### src/rtl/arch_defs_pkg.sv
// rtl/arch_defs_pkg.sv - SAP-2 architecture constants and program loader types
package arch_defs_pkg;

  localparam int ADDR_WIDTH = 4;
  localparam int DATA_WIDTH = 8;

  localparam logic [7:0] LOADER_HEADER = 8'hA5;

  typedef enum logic [2:0] {
    IDLE  = 3'd0,
    LEN   = 3'd1,
    DATA  = 3'd2,
    CSUM  = 3'd3,
    DONE  = 3'd4,
    ERROR = 3'd5
  } loader_state_t;

endpackage

### src/rtl/program_loader.sv
// rtl/program_loader.sv - framed serial program loader for SAP-2 RAM (optional LOADER_TIMEOUT_EN)
module program_loader
  import arch_defs_pkg::*;
#(
  parameter int ADDR_WIDTH     = arch_defs_pkg::ADDR_WIDTH,
  parameter int DATA_WIDTH     = arch_defs_pkg::DATA_WIDTH,
  parameter int TIMEOUT_CYCLES = 1000
) (
  input  logic                  clk,
  input  logic                  reset,
  input  logic [DATA_WIDTH-1:0] rx_data_i,
  input  logic                  rx_valid_i,
  output logic                  rx_ready_o,
  output logic                  ram_we_o,
  output logic [ADDR_WIDTH-1:0] ram_addr_o,
  output logic [DATA_WIDTH-1:0] ram_data_o,
  output logic                  cpu_hold_o,
  output logic                  load_done_o,
  output logic                  load_error_o
);

  // Frame lengths are bytes, so the RAM must be no larger than 256 entries.
  if (DATA_WIDTH != 8 || ADDR_WIDTH > 8 || TIMEOUT_CYCLES < 1) begin : g_bad_cfg
    $error("program_loader: unsupported parameter set");
  end

  localparam logic [8:0] LEN_MAX = 9'(1 << ADDR_WIDTH);

  loader_state_t         state_q, state_d;
  logic [8:0]            len_q, len_d;
  logic [8:0]            cnt_q, cnt_d;
  logic [ADDR_WIDTH-1:0] addr_q, addr_d;
  logic [7:0]            sum_q, sum_d;
  logic                  we_d;
  logic [ADDR_WIDTH-1:0] waddr_d;
  logic [7:0]            wdata_d;
  logic                  accept;
  logic                  is_header;

`ifdef LOADER_TIMEOUT_EN
  localparam int TW = $clog2(TIMEOUT_CYCLES + 1);
  logic [TW-1:0] tmo_q, tmo_d;
`endif

  // Ready drops during the RAM write cycle so DATA takes one byte per two cycles.
  assign rx_ready_o   = reset && !ram_we_o;
  assign accept       = rx_valid_i && rx_ready_o;
  assign is_header    = (rx_data_i == LOADER_HEADER);

  assign cpu_hold_o   = (state_q != DONE);
  assign load_done_o  = (state_q == DONE);
  assign load_error_o = (state_q == ERROR);

  // State, counters and the registered RAM write port.
  always_ff @(posedge clk or negedge reset) begin
    if (!reset) begin
      state_q    <= IDLE;
      len_q      <= '0;
      cnt_q      <= '0;
      addr_q     <= '0;
      sum_q      <= '0;
      ram_we_o   <= 1'b0;
      ram_addr_o <= '0;
      ram_data_o <= '0;
    end else begin
      state_q    <= state_d;
      len_q      <= len_d;
      cnt_q      <= cnt_d;
      addr_q     <= addr_d;
      sum_q      <= sum_d;
      ram_we_o   <= we_d;
      ram_addr_o <= waddr_d;
      ram_data_o <= wdata_d;
    end
  end

`ifdef LOADER_TIMEOUT_EN
  // Inactivity counter for the in-frame states.
  always_ff @(posedge clk or negedge reset) begin
    if (!reset) begin
      tmo_q <= '0;
    end else begin
      tmo_q <= tmo_d;
    end
  end
`endif

  // Frame parser: next state, address/sum bookkeeping and write requests.
  always_comb begin
    state_d = state_q;
    len_d   = len_q;
    cnt_d   = cnt_q;
    addr_d  = addr_q;
    sum_d   = sum_q;
    we_d    = 1'b0;
    waddr_d = ram_addr_o;
    wdata_d = ram_data_o;

    case (state_q)
      IDLE: begin
        if (accept && is_header) state_d = LEN;
      end
      LEN: begin
        if (accept) begin
          if (rx_data_i == 8'd0 || {1'b0, rx_data_i} > LEN_MAX) begin
            state_d = ERROR;
          end else begin
            len_d   = {1'b0, rx_data_i};
            cnt_d   = '0;
            addr_d  = '0;
            sum_d   = '0;
            state_d = DATA;
          end
        end
      end
      DATA: begin
        if (accept) begin
          we_d    = 1'b1;
          waddr_d = addr_q;
          wdata_d = rx_data_i;
          // A full-RAM frame wraps the counter to 0, but CSUM follows so nothing is written there.
          addr_d  = addr_q + 1'b1;
          sum_d   = sum_q + rx_data_i;
          cnt_d   = cnt_q + 9'd1;
          if (cnt_q + 9'd1 == len_q) state_d = CSUM;
        end
      end
      CSUM: begin
        if (accept) state_d = (8'(sum_q + rx_data_i) == 8'd0) ? DONE : ERROR;
      end
      DONE, ERROR: begin
        if (accept && is_header) state_d = LEN;
      end
      default: state_d = IDLE;
    endcase

`ifdef LOADER_TIMEOUT_EN
    tmo_d = '0;
    if (state_q == LEN || state_q == DATA || state_q == CSUM) begin
      // An expiring timeout wins over a byte arriving on the same edge.
      if (tmo_q == TW'(TIMEOUT_CYCLES - 1)) begin
        state_d = ERROR;
        we_d    = 1'b0;
        waddr_d = ram_addr_o;
        wdata_d = ram_data_o;
        len_d   = len_q;
        cnt_d   = cnt_q;
        addr_d  = addr_q;
        sum_d   = sum_q;
      end else if (!accept) begin
        tmo_d = tmo_q + 1'b1;
      end
    end
`endif
  end

endmodule
### config.mk
export PLATFORM = sky130hd
export DESIGN_NAME = program_loader
export DESIGN_NICKNAME = d
export VERILOG_FILES = /design/src/rtl/arch_defs_pkg.sv /design/src/rtl/program_loader.sv
export SDC_FILE = /design/constraint.sdc
export NUM_CORES = 1
export LEC_CHECK = 0
export CORE_ASPECT_RATIO = 0.6
export CORE_MARGIN = 10
export CORE_UTILIZATION = 43
export CTS_BUF_LIST = sky130_fd_sc_hd__clkbuf_4
export DETAILED_ROUTE_END_ITERATION = 6
export DONT_BUFFER_PORTS = 1
export GPL_ROUTABILITY_DRIVEN = 0
export HOLD_SLACK_MARGIN = 0.1
export PLACE_DENSITY_LB_ADDON = 0.15
export SYNTH_ARGS = -nofsm -noshare
export SYNTH_HDL_FRONTEND = slang
export SYNTH_SLANG_ARGS = --single-unit
### constraint.sdc
create_clock -name clk -period 2.05 [get_ports clk]
set_clock_uncertainty 0.1 [all_clocks]
set_input_delay 0.1025 -clock clk [delete_from_list [all_inputs] [get_ports clk]]
set_output_delay 0.1025 -clock clk [all_outputs]
set_load 0.02 [all_outputs]
==> flow_summary.json <==
{
  "ys_seq_elements": 45,
  "dieArea_mm2": 0.009523,
  "grt_pass1_vias": 2033,
  "firstDrtPassIters": 4,
  "drt-initial-drc-count": 153,
  "synth.largest_area_cell": "dfrtp_1",
  "initial_core_util_pct": 45.00,
  "worst_pin_slew_ns": 0.4133,
  "clk_latency_ns": 0.35,
  "fin_area_mm2": 0.003059,
  "synth_ff_type": "dfrtp_1",
  "cts_buffer_depth": 2,
  "status": "finished with violations",
  "synth.yosys.warnings": 0,
  "vias": 2075,
  "min_period_ns": 2.219,
  "postSynth.asyncResetShare_pct": 100.0,
  "wl_mm": 6.589,
  "root_buffer": "clkbuf_4",
  "start_kind": "flop",
  "ys_seq_area_share_pct": 44.10,
  "cp.arrival_ns": 2.38,
  "cts_buffers": 5,
  "syn_inst": 280,
  "drv_cap": 0,
  "clock-sinks": 45,
  "vias_per_cell": 5.348,
  "die_w_um": 119.5,
  "required_ns": 2.21,
  "syn-mean-instance-area_um2": 9.120,
  "htree_levels": 2,
  "grt_remaining_overflow": 0,
  "reg2reg_slack_ns": -0.17,
  "hpwl_mm": 4.440,
  "grt_pass1_wl_mm": 10.59,
  "final_core_util_pct": 53.90,
  "holdCritStartpoint": "rx_data_i[0]",
  "crit_path_start": "sum_q[0]",
  "fin_nets": 328,
  "synthesis.area_mm2": 0.002554,
  "drt-wirelength-per-cell_um": 16.98,
  "reg2reg_from": "sum_q[0]",
  "path_class": "flop to flop",
  "io_buffers": 0,
  "synth_top_area_share_pct": 44.10,
  "max_clock_freq_ghz": 0.4507,
  "cts_tree": "yes",
  "syn_nets": 301,
  "io_pins": 28,
  "drc": 0,
  "synthDistinctLibCells": 50,
  "leakage_nw": 1.398,
  "grt_use_total_pct": 13.71,
  "rsz0062_at_grt": "true",
  "peakVddDrop_uv": 290.6,
  "drt.antenna.violating_nets": 0,
  "rows": 21,
  "drive_above_1_share_pct": 19.16,
  "crit_path_end_kind": "flop",
  "synth-edff-count": 0,
  "synth_area_leaders": "dfrtp_1 44%, nand2_1 9.7%, ha_1 4.4%, o21ai_0 3.9%, xnor2_1 3.4%",
  "fill_cells": 496,
  "antenna_found_initial": 0,
  "core_area_mm2": 0.005675,
  "setup_viol": 2,
  "hold_viol": 0,
  "cp_max_fo": 3,
  "whs_ns": 0.08751,
  "report.final.slew_viol_count": 0,
  "powerDensity_mw_per_mm2": 670.9,
  "layout-area-overhead-vs-synth_pct": 19.79,
  "max-slew-margin-rel_pct": 72.45,
  "min_period_over_period_pct": 108.2,
  "min_path_type": "primary input to flop",
  "finalWorstSetupSlack_ns": -0.1690,
  "path_clk_slew_ns": 0.13,
  "grt_max_degree": 46,
  "fp.dieH_um": 79.70,
  "n_antenna_cell": 0,
  "dpl_cell_area_mm2": 0.002706,
  "violations": "negative setup slack"
}
stage by stage:
| step | power, W | worst slack [ns] | cells | setup TNS (ns) |
|---|---|---|---|---|
| 3_5_place_dp | 0.001521 | -0.1479 | 362 | -0.1497 |
| 3_3_place_gp | 0.001516 | -0.06529 | 362 | -0.06529 |
| 6_report | 0.002052 | -0.1690 | 388 | -0.2033 |
| 4_1_cts | 0.002015 | -0.1199 | 383 | -0.1473 |
| 2_1_floorplan | 0.001413 | 0.01717 | 280 | 0 |
| 5_1_grt | 0.002165 | -0.2650 | 388 | -0.4253 |
synthesized netlist by cell type, types with 3 or more instances:
cell	number
xnor2_1	10
o21ai_0	20
mux2_2	4
a21oi_1	10
clkbuf_1	3
nand2_1	66
o22ai_1	5
a21o_1	3
o31ai_1	3
nor4_1	3
dfrtp_1	45
nor3_1	3
a31oi_1	4
ha_1	9
xor2_1	6
nor2_1	10
inv_1	4
nand2b_1	5
o21ai_1	6
nor2b_1	7
nand4_1	4
nand3_1	5
and2_1	3
buf_2	9
layer usage:
| metal | global-route usage (%) | vias to the layer above | part of all wire [%] |
|---|---|---|---|
| li1 | - | 1022 | - |
| met1 | 19.13 | 1011 | 49 |
| met2 | 20.57 | 40 | 44 |
| met3 | 4.167 | 2 | 6.5 |
| met4 | 2.518 | 0 | 0.23 |
| met5 | 0 | - | 0 |
worst max-delay path: stages (launching register included):
cell and delay [ns]:
dfrtp_1 0.44, ha_4 0.19, fa_2 0.39, a21o_1 0.20, a21oi_2 0.19, xor2_2 0.19, nand4_1 0.13, nor4b_2 0.22
nor3_1 0.08
path summary, 6_finish.rpt:
check	endpoint	cells after the start
hold reg to reg	ram_addr_o[3]	2
setup reg to reg	state_q[0]	8
min in group asynchronous	cnt_q[2]	2
setup / recovery	state_q[0]	8
max in group asynchronous	sum_q[3]	2
hold / removal	state_q[1]	5
cell usage in the layout, fill, tap and decap left out, drive strengths merged, types with 5 or more instances in the layout:
cell type    Yosys  final
a21oi           10     10
nand2b           5      5
nand2           66     66
xnor2           10     10
dfrtp           45     45
nand3            5      5
ha               9      9
nor2            11     11
o22ai            5      5
o21ai           26     26
clkbuf           4      5
buf             11     24
xor2             6      6
nor2b            8      8
dlygate4sd3      0     11
report_power, final:
| part | total, W | internal, W | switching (W) |
|---|---|---|---|
| combinational | 0.000555 | 0.000283 | 0.000271 |
| sequential | 0.00108 | 0.000971 | 0.000111 |
| clock | 0.000416 | 0.000125 | 0.000291 |
| total | 0.00205 | 0.00138 | 0.000673 |
area by class of cell:
cell class / count / area, um2 / share of cell area [%]
clock buffers: 5 / 37.54 / 1.227
clock inverters: 3 / 12.51 / 0.4090
inverters: 5 / 20.02 / 0.6544
multi-input cells: 215 / 1449 / 47.36
flip-flops and latches: 45 / 1126 / 36.81
well taps: 80 / 100.1 / 3.272
repair buffers: 35 / 314.1 / 10.27
kinds of logic after synthesis:
logic type / share of synthesized area, %
mux: 1.764
xor+xnor: 6.418
fa+ha+maj: 5.194
flops: 44.10
compound gates: 15.29
simple gates: 23.32
buf+inv: 3.919
registers in the layout, indices dropped and copies added, names as in the netlist:
register	count
len_q	8
state_q	3
cnt_q	9
sum_q	8
ram_addr_o	4
addr_q	4
ram_data_o	8
ram_we_o	1
timing repair:
item | in CTS | in global routing
gates resized for setup | 3 | 16
hold buffers | 11 | 1
buffers inserted | 2 | 6
cloned | 0 | 0
setup endpoints to repair | 2 | 14
pin swaps | 3 | 17
endpoints found under the hold margin | 66 | 3
Power figures use the tool's default switching activity.
